File: config.mk
export PLATFORM = sky130hd
export DESIGN_NAME = mdio_phy_responder
export DESIGN_NICKNAME = d
export VERILOG_FILES = /design/src/rtl/mdio_pkg.sv /design/src/rtl/mdio_edge_sync.sv /design/src/rtl/mdio_phy_responder.sv
export SDC_FILE = /design/constraint.sdc
export NUM_CORES = 2
export LEC_CHECK = 0
export CAP_MARGIN = 20
export CORE_MARGIN = 2
export CORE_UTILIZATION = 55
export DETAILED_ROUTE_END_ITERATION = 8
export MAX_ROUTING_LAYER = met4
export PLACE_DENSITY_LB_ADDON = 0.12
export SETUP_SLACK_MARGIN = 0.3
export SLEW_MARGIN = 5
export SYNTH_ARGS = -nofsm -noshare
export SYNTH_HDL_FRONTEND = slang
export SYNTH_SLANG_ARGS = --single-unit
File: constraint.sdc
create_clock -name sys_clk -period 3.5 [get_ports sys_clk]
set_input_delay 0.7 -clock sys_clk [delete_from_list [all_inputs] [get_ports sys_clk]]
set_output_delay 0.7 -clock sys_clk [all_outputs]
set_load 0.005 [all_outputs]
File: src/rtl/mdio_pkg.sv
// Shared types and constants for the MDIO PHY responder: frame field widths,
// opcodes and the frame-decoder state encoding.
package mdio_pkg;

  typedef enum logic [3:0] {
    S_IDLE,
    S_START,
    S_OP,
    S_PHYAD,
    S_REGAD,
    S_TA,
    S_WDATA,
    S_RDATA,
    S_SKIP
  } mdio_state_t;

  localparam logic [1:0] ST    = 2'b01;
  localparam logic [1:0] OP_RD = 2'b10;
  localparam logic [1:0] OP_WR = 2'b01;

  localparam int PHYAD_W     = 5;
  localparam int REGAD_W     = 5;
  localparam int DATA_W      = 16;
  localparam int TA_W        = 2;
  localparam int SKIP_BITS   = TA_W + DATA_W;
  localparam int NUM_REGS    = 1 << REGAD_W;
  localparam int PRE_LEN_DEF = 32;

endpackage

File: src/rtl/mdio_edge_sync.sv
// Two-flop synchronizer for an asynchronous input, plus single-cycle
// rise and fall strobes derived from the synchronized level.
module mdio_edge_sync #(
  parameter logic RST_VAL = 1'b0
) (
  input  logic i_clk,
  input  logic i_rst_n,
  input  logic i_async,
  output logic o_sync,
  output logic o_rise,
  output logic o_fall
);

  logic r_meta;
  logic r_sync;
  logic r_prev;

  always_ff @(posedge i_clk or negedge i_rst_n) begin
    if (!i_rst_n) begin
      r_meta <= RST_VAL;
      r_sync <= RST_VAL;
      r_prev <= RST_VAL;
    end else begin
      r_meta <= i_async;
      r_sync <= r_meta;
      r_prev <= r_sync;
    end
  end

  assign o_sync = r_sync;
  assign o_rise = r_sync & ~r_prev;
  assign o_fall = ~r_sync & r_prev;

endmodule

File: src/rtl/mdio_phy_responder.sv
// Clause-22 MDIO slave: decodes frames from the station manager on strobes
// of a synchronized MDC and serves a 32x16 register file, also host-writable.
module mdio_phy_responder
  import mdio_pkg::*;
#(
  parameter logic [DATA_W-1:0] PHY_ID1 = 16'h0022,
  parameter logic [DATA_W-1:0] PHY_ID2 = 16'h1622,
  parameter int                PRE_LEN = PRE_LEN_DEF
) (
  input  logic               sys_clk,
  input  logic               sys_rst_n,
  input  logic               mdc,
  input  logic               mdio_i,
  output logic               mdio_o,
  output logic               mdio_oe,
  input  logic [PHYAD_W-1:0] phy_addr,
  input  logic               cfg_we,
  input  logic [REGAD_W-1:0] cfg_addr,
  input  logic [DATA_W-1:0]  cfg_wdata,
  output logic [DATA_W-1:0]  cfg_rdata,
  output logic               frame_rd,
  output logic               frame_wr,
  output logic [REGAD_W-1:0] frame_reg
);

  localparam int             PRE_W      = $clog2(PRE_LEN + 1);
  localparam logic [PRE_W-1:0] PRE_MAX  = PRE_W'(PRE_LEN);
  localparam logic [4:0]     ADDR_LAST  = 5'(PHYAD_W - 1);
  localparam logic [4:0]     TA_LAST    = 5'(TA_W - 1);
  localparam logic [4:0]     DATA_LAST  = 5'(DATA_W - 1);
  localparam logic [4:0]     RD_RELEASE = 5'(DATA_W);
  localparam logic [4:0]     SKIP_LAST  = 5'(SKIP_BITS - 1);

  logic w_mdcSync, w_mdcRise, w_mdcFall;
  logic w_mdioBit, w_mdioRise, w_mdioFall;
  logic w_unused;

  mdio_edge_sync #(.RST_VAL(1'b0)) u_mdcSync (
    .i_clk(sys_clk), .i_rst_n(sys_rst_n), .i_async(mdc),
    .o_sync(w_mdcSync), .o_rise(w_mdcRise), .o_fall(w_mdcFall)
  );

  // MDIO idles high through the board pull-up, so its synchronizer resets to 1.
  mdio_edge_sync #(.RST_VAL(1'b1)) u_mdioSync (
    .i_clk(sys_clk), .i_rst_n(sys_rst_n), .i_async(mdio_i),
    .o_sync(w_mdioBit), .o_rise(w_mdioRise), .o_fall(w_mdioFall)
  );

  assign w_unused = &{1'b0, w_mdcSync, w_mdioRise, w_mdioFall};

  mdio_state_t          r_state, w_stateNxt;
  logic [4:0]           r_cnt, w_cntNxt;
  logic [PRE_W-1:0]     r_pre, w_preNxt;
  logic [1:0]           r_op, w_opNxt;
  logic [PHYAD_W-1:0]   r_phyad, w_phyadNxt;
  logic [REGAD_W-1:0]   r_regad, w_regadNxt;
  logic [DATA_W-1:0]    r_shift, w_shiftNxt;
  logic                 r_oe, w_oeNxt;
  logic                 r_o, w_oNxt;
  logic                 r_frameRd, w_frameRdNxt;
  logic                 r_frameWr, w_frameWrNxt;
  logic [REGAD_W-1:0]   r_frameReg, w_frameRegNxt;
  logic                 w_regWe;
  logic [DATA_W-1:0]    r_regs [NUM_REGS];
  logic [DATA_W-1:0]    r_cfgRdata;

  always_comb begin
    w_stateNxt    = r_state;
    w_cntNxt      = r_cnt;
    w_preNxt      = r_pre;
    w_opNxt       = r_op;
    w_phyadNxt    = r_phyad;
    w_regadNxt    = r_regad;
    w_shiftNxt    = r_shift;
    w_oeNxt       = r_oe;
    w_oNxt        = r_o;
    w_frameRdNxt  = 1'b0;
    w_frameWrNxt  = 1'b0;
    w_frameRegNxt = r_frameReg;
    w_regWe       = 1'b0;
    case (r_state)
      S_IDLE: if (w_mdcRise) begin
        if (w_mdioBit) begin
          if (r_pre < PRE_MAX) w_preNxt = r_pre + 1'b1;
        end else begin
          w_preNxt = '0;
          if (r_pre >= PRE_MAX) w_stateNxt = S_START;
        end
      end
      S_START: if (w_mdcRise) begin
        w_cntNxt   = '0;
        w_stateNxt = (w_mdioBit == ST[0]) ? S_OP : S_IDLE;
      end
      S_OP: if (w_mdcRise) begin
        w_opNxt  = {r_op[0], w_mdioBit};
        w_cntNxt = r_cnt + 5'd1;
        if (r_cnt != 5'd0) begin
          w_cntNxt   = '0;
          w_stateNxt = (w_opNxt == OP_RD || w_opNxt == OP_WR) ? S_PHYAD : S_IDLE;
        end
      end
      S_PHYAD: if (w_mdcRise) begin
        w_phyadNxt = {r_phyad[PHYAD_W-2:0], w_mdioBit};
        w_cntNxt   = r_cnt + 5'd1;
        if (r_cnt == ADDR_LAST) begin
          w_cntNxt   = '0;
          w_stateNxt = S_REGAD;
        end
      end
      // The read word is captured as the last address bit arrives, so later
      // host writes to that register cannot disturb a read in flight.
      S_REGAD: if (w_mdcRise) begin
        w_regadNxt = {r_regad[REGAD_W-2:0], w_mdioBit};
        w_cntNxt   = r_cnt + 5'd1;
        if (r_cnt == ADDR_LAST) begin
          w_cntNxt = '0;
          if (r_phyad != phy_addr) begin
            w_stateNxt = S_SKIP;
          end else begin
            w_stateNxt = S_TA;
            if (r_op == OP_RD) w_shiftNxt = r_regs[w_regadNxt];
          end
        end
      end
      S_TA: begin
        if (r_op == OP_RD) begin
          if (w_mdcRise) begin
            w_cntNxt = TA_LAST;
          end else if (w_mdcFall && r_cnt == TA_LAST) begin
            w_oeNxt    = 1'b1;
            w_oNxt     = 1'b0;
            w_cntNxt   = '0;
            w_stateNxt = S_RDATA;
          end
        end else if (w_mdcRise) begin
          w_cntNxt = r_cnt + 5'd1;
          if (r_cnt == TA_LAST) begin
            w_cntNxt   = '0;
            w_stateNxt = S_WDATA;
          end
        end
      end
      S_RDATA: if (w_mdcFall) begin
        if (r_cnt == RD_RELEASE) begin
          w_oeNxt       = 1'b0;
          w_oNxt        = 1'b1;
          w_frameRdNxt  = 1'b1;
          w_frameRegNxt = r_regad;
          w_cntNxt      = '0;
          w_stateNxt    = S_IDLE;
        end else begin
          w_oNxt     = r_shift[DATA_W-1];
          w_shiftNxt = {r_shift[DATA_W-2:0], 1'b0};
          w_cntNxt   = r_cnt + 5'd1;
        end
      end
      S_WDATA: if (w_mdcRise) begin
        w_shiftNxt = {r_shift[DATA_W-2:0], w_mdioBit};
        w_cntNxt   = r_cnt + 5'd1;
        if (r_cnt == DATA_LAST) begin
          w_regWe       = 1'b1;
          w_frameWrNxt  = 1'b1;
          w_frameRegNxt = r_regad;
          w_cntNxt      = '0;
          w_stateNxt    = S_IDLE;
        end
      end
      S_SKIP: if (w_mdcRise) begin
        w_cntNxt = r_cnt + 5'd1;
        if (r_cnt == SKIP_LAST) begin
          w_cntNxt   = '0;
          w_stateNxt = S_IDLE;
        end
      end
      default: w_stateNxt = S_IDLE;
    endcase
  end

  always_ff @(posedge sys_clk or negedge sys_rst_n) begin
    if (!sys_rst_n) begin
      r_state    <= S_IDLE;
      r_cnt      <= '0;
      r_pre      <= '0;
      r_op       <= '0;
      r_phyad    <= '0;
      r_regad    <= '0;
      r_shift    <= '0;
      r_oe       <= 1'b0;
      r_o        <= 1'b1;
      r_frameRd  <= 1'b0;
      r_frameWr  <= 1'b0;
      r_frameReg <= '0;
    end else begin
      r_state    <= w_stateNxt;
      r_cnt      <= w_cntNxt;
      r_pre      <= w_preNxt;
      r_op       <= w_opNxt;
      r_phyad    <= w_phyadNxt;
      r_regad    <= w_regadNxt;
      r_shift    <= w_shiftNxt;
      r_oe       <= w_oeNxt;
      r_o        <= w_oNxt;
      r_frameRd  <= w_frameRdNxt;
      r_frameWr  <= w_frameWrNxt;
      r_frameReg <= w_frameRegNxt;
    end
  end

  // The host write is issued last so it overrides an MDIO write to the same address.
  always_ff @(posedge sys_clk or negedge sys_rst_n) begin
    if (!sys_rst_n) begin
      for (int i = 0; i < NUM_REGS; i++)
        r_regs[i] <= (i == 2) ? PHY_ID1 : (i == 3) ? PHY_ID2 : '0;
      r_cfgRdata <= '0;
    end else begin
      if (w_regWe) r_regs[r_regad] <= w_shiftNxt;
      if (cfg_we)  r_regs[cfg_addr] <= cfg_wdata;
      r_cfgRdata <= r_regs[cfg_addr];
    end
  end

  assign mdio_o    = r_o;
  assign mdio_oe   = r_oe;
  assign cfg_rdata = r_cfgRdata;
  assign frame_rd  = r_frameRd;
  assign frame_wr  = r_frameWr;
  assign frame_reg = r_frameReg;

endmodule

==> impl_metrics.env <==
export IMPL_clk_latency_ns=0.63
export IMPL_drive_gt1_share_pct=18.4
export IMPL_die_width_um=258
export IMPL_synth_warnings=0
export IMPL_core_area_um2=64200
export IMPL_initial_core_util_pct=55.4
export IMPL_critPathLaunchType="register"
export IMPL_crit_fanout=11
export IMPL_hp_start="u_mdcSync.r_meta"
export IMPL_worstSetupPathType="reg2reg"
export IMPL_numCtsBuffers=69
export IMPL_max_freq_ghz=0.327
export IMPL_cts_sinks=585
export IMPL_port_buffers=55
export IMPL_fp_row_count=93
export IMPL_ys_types=75
export IMPL_cp_buffers_inverters=1
export IMPL_hold_path_class="reg2reg"
export IMPL_critPathTopFamily="simple AND/OR/NAND/NOR gates"
export IMPL_chipHeight_um=258
export IMPL_irDropWorstVdd_mv=0.340
export IMPL_grt_max_degree=118
export IMPL_place_gp_congestion=1.04
export IMPL_cts_tree="built"
export IMPL_grt_overflow=0
export IMPL_ant_nets=0
export IMPL_grt_pass1_wl_mm=198
export IMPL_synth_edf_count=0
export IMPL_slew_headroom_pct=30.1
export IMPL_fillerInstances=5253
export IMPL_firstDrtPassIters=6
export IMPL_synth_xor_xnor_area_share_pct=0.222
export IMPL_drtIter0Drc=4791
export IMPL_crit_chain="ha_1, nand3_1, inv_1, ha_1, and4_1, nand2_1, a21oi_1, o22ai_1"
export IMPL_power_density_nw_per_um2=525
export IMPL_clock_path_buffers=3
export IMPL_hpwl_mm=90.0
export IMPL_setup_slack_ns=0.440
export IMPL_yosys_register_bits=585
export IMPL_placed_area_um2=37500
export IMPL_vias_per_cell=6.97
export IMPL_hold_viol=0
export IMPL_synth_top_area_cell="dfrtp_1"
export IMPL_synth_simple_area_share_pct=14.4
export IMPL_fin_worst_skew_ns=0.0293
export IMPL_vias=31600
export IMPL_async_flop_share_pct=100
export IMPL_cts_root_buf="clkbuf_16"
export IMPL_muxShareOfSynthArea_pct=23.2
export IMPL_die_area_um2=66700
export IMPL_route_detailed_drc=0
export IMPL_place_ws_ns=0.407
export IMPL_slowest_delay_ns=0.66
export IMPL_period_minus_slack_ns=3.06
export IMPL_slew_violations=0
export IMPL_crit_required_ns=4.00
export IMPL_maxCapViolCount=0
export IMPL_antenna_found_initial=13
export IMPL_ctsHtreeMaxLevel=3
export IMPL_synth_cells=3628
export IMPL_yosysTopAreaCellShare_pct=40.5
export IMPL_largest_reg_flops=512
export IMPL_min_period_over_period_pct=87.4
export IMPL_post_drt_wl_per_cell_um=29.2
export IMPL_routed_wl_mm=132
export IMPL_tightest_slew_ns=1.05
export IMPL_critPathSlowestCell="and4_1"
export IMPL_hold_slack_ns=0.361
export IMPL_syn_to_final_growth_pct=12.0
export IMPL_pin_count=56
export IMPL_nets=3649
export IMPL_final_area_um2=39800
export IMPL_synth_seq_area_share_pct=41.2
export IMPL_rsz0062_at_grt="no"
export IMPL_worstPathArrival_ns=3.56
export IMPL_synth_compound_area_share_pct=15.9
export IMPL_r2r_start="r_cnt[0]"
export IMPL_cp_startpoint="r_cnt[0]"
export IMPL_synth_fp_nets=3666
export IMPL_total_power_uw=20900
export IMPL_grt_pass1_vias=30900
export IMPL_synthAdderAreaFrac_pct=0.246
export IMPL_status="finished, final reports clean"
export IMPL_path_clk_slew_ns=0.06
export IMPL_grt_usage_pct=41.1
export IMPL_synth_top_family_by_area="multiplexers"
export IMPL_synthTopCellsByArea="dfrtp_1, mux4_2, nand2_1"
export IMPL_cp_end_kind="register"
export IMPL_setup_viol=0
export IMPL_postCtsSetupBuffers=0
export IMPL_crit_path_frequent_cell="ha_1"
export IMPL_mappedNetlistArea_um2=35600
export IMPL_leakage_uw=0.0150
export IMPL_avgSynthCellArea_um2=9.80
export IMPL_synth_flop_cell="dfrtp_1"
export IMPL_finalSetupTns_ns=0
export IMPL_regMostFlops="r_regs"
[where the power goes]
group / switching, uW / internal, uW / total, uW / leakage (uW)
logic: 1970 / 2220 / 4200 / 0.00715
registers: 1170 / 8150 / 9320 / 0.00676
clock network: 3050 / 4330 / 7380 / 0.00111
total: 6190 / 14700 / 20900 / 0.0150
[kinds of logic after synthesis]
| logic type | count (synthesis) |
|---|---|
| fa+ha+maj | 7 |
| compound gates | 932 |
| xor+xnor | 9 |
| buf+inv | 382 |
| flops | 585 |
| mux | 502 |
| simple gates | 1211 |
[path summary, 6_finish.rpt]
path	slack, ns	cells after the start	endpoint
hold reg to reg	0.36	0	u_mdcSync.o_sync
hold / removal	0.36	0	u_mdcSync.o_sync
max in group asynchronous	1.90	3	r_regs[315]
min in group asynchronous	0.57	2	r_shift[4]
setup reg to reg	0.44	8	r_regs[473]
setup / recovery	0.44	8	r_regs[473]
[routing by layer]
layer	part of all wire, %	track usage, %
met5	0	-
met4	4.5	16.6
met3	13	11.4
met2	45	60.6
met1	38	54.1
[through the flow]
stage                     std cells  util, %
after floorplan                3628        -
after global placement         4394     58.4
after detailed placement       4394     58.4
after CTS                      4518     61.9
after global routing           4529     62.0
final                          4529     62.0
[synth_stat cells, drive strengths merged, types with 9 or more instances]
master / number
mux2: 26
nor3: 9
o21ai: 379
clkbuf: 230
nor2: 446
mux4: 251
dfrtp: 575
o31ai: 99
o32ai: 10
buf: 134
a31oi: 86
mux2i: 225
inv: 16
nand3: 15
o22ai: 35
a22oi: 95
nand2: 627
a21oi: 132
nor2b: 14
dfstp: 10
a21o: 51
nand4: 22
[layout by cell type, fill, tap and decap left out, drive strengths merged, types with 8 or more instances in the layout]
cell and count:
a21o 51, a21oi 132, a221oi 8, a22oi 95
a31oi 86, and2 8, and3 8, and3b 8
buf 224, clkbuf 105, clkdlybuf4s50 51, clkinv 13
dfrtp 575, dfstp 10, diode 11, inv 19
mux2 26, mux2i 225, mux4 251, nand2 627
nand3 15, nand4 22, nor2 446, nor2b 14
nor3 9, nor3b 8, o21ai 379, o22ai 35
o31ai 99, o32ai 10
[repair_timing]
| action | CTS | global route |
|---|---|---|
| hold buffers | 1 | 0 |
| hold endpoints to repair | 29 | 0 |
| setup endpoints to repair | 0 | 26 |
| resized for setup | 0 | 1 |
[final cells by class]
class / instances / area, um2 / area share [%]
clock buffers: 105 / 2050 / 5.14
diodes: 11 / 27.5 / 0.0691
multi-input cells: 2661 / 19300 / 48.4
well taps: 855 / 1070 / 2.69
clock inverters: 18 / 216 / 0.544
repair buffers: 276 / 2470 / 6.20
inverters: 18 / 67.6 / 0.170
flip-flops and latches: 585 / 14700 / 36.8
(Power assumes the default switching activity.)
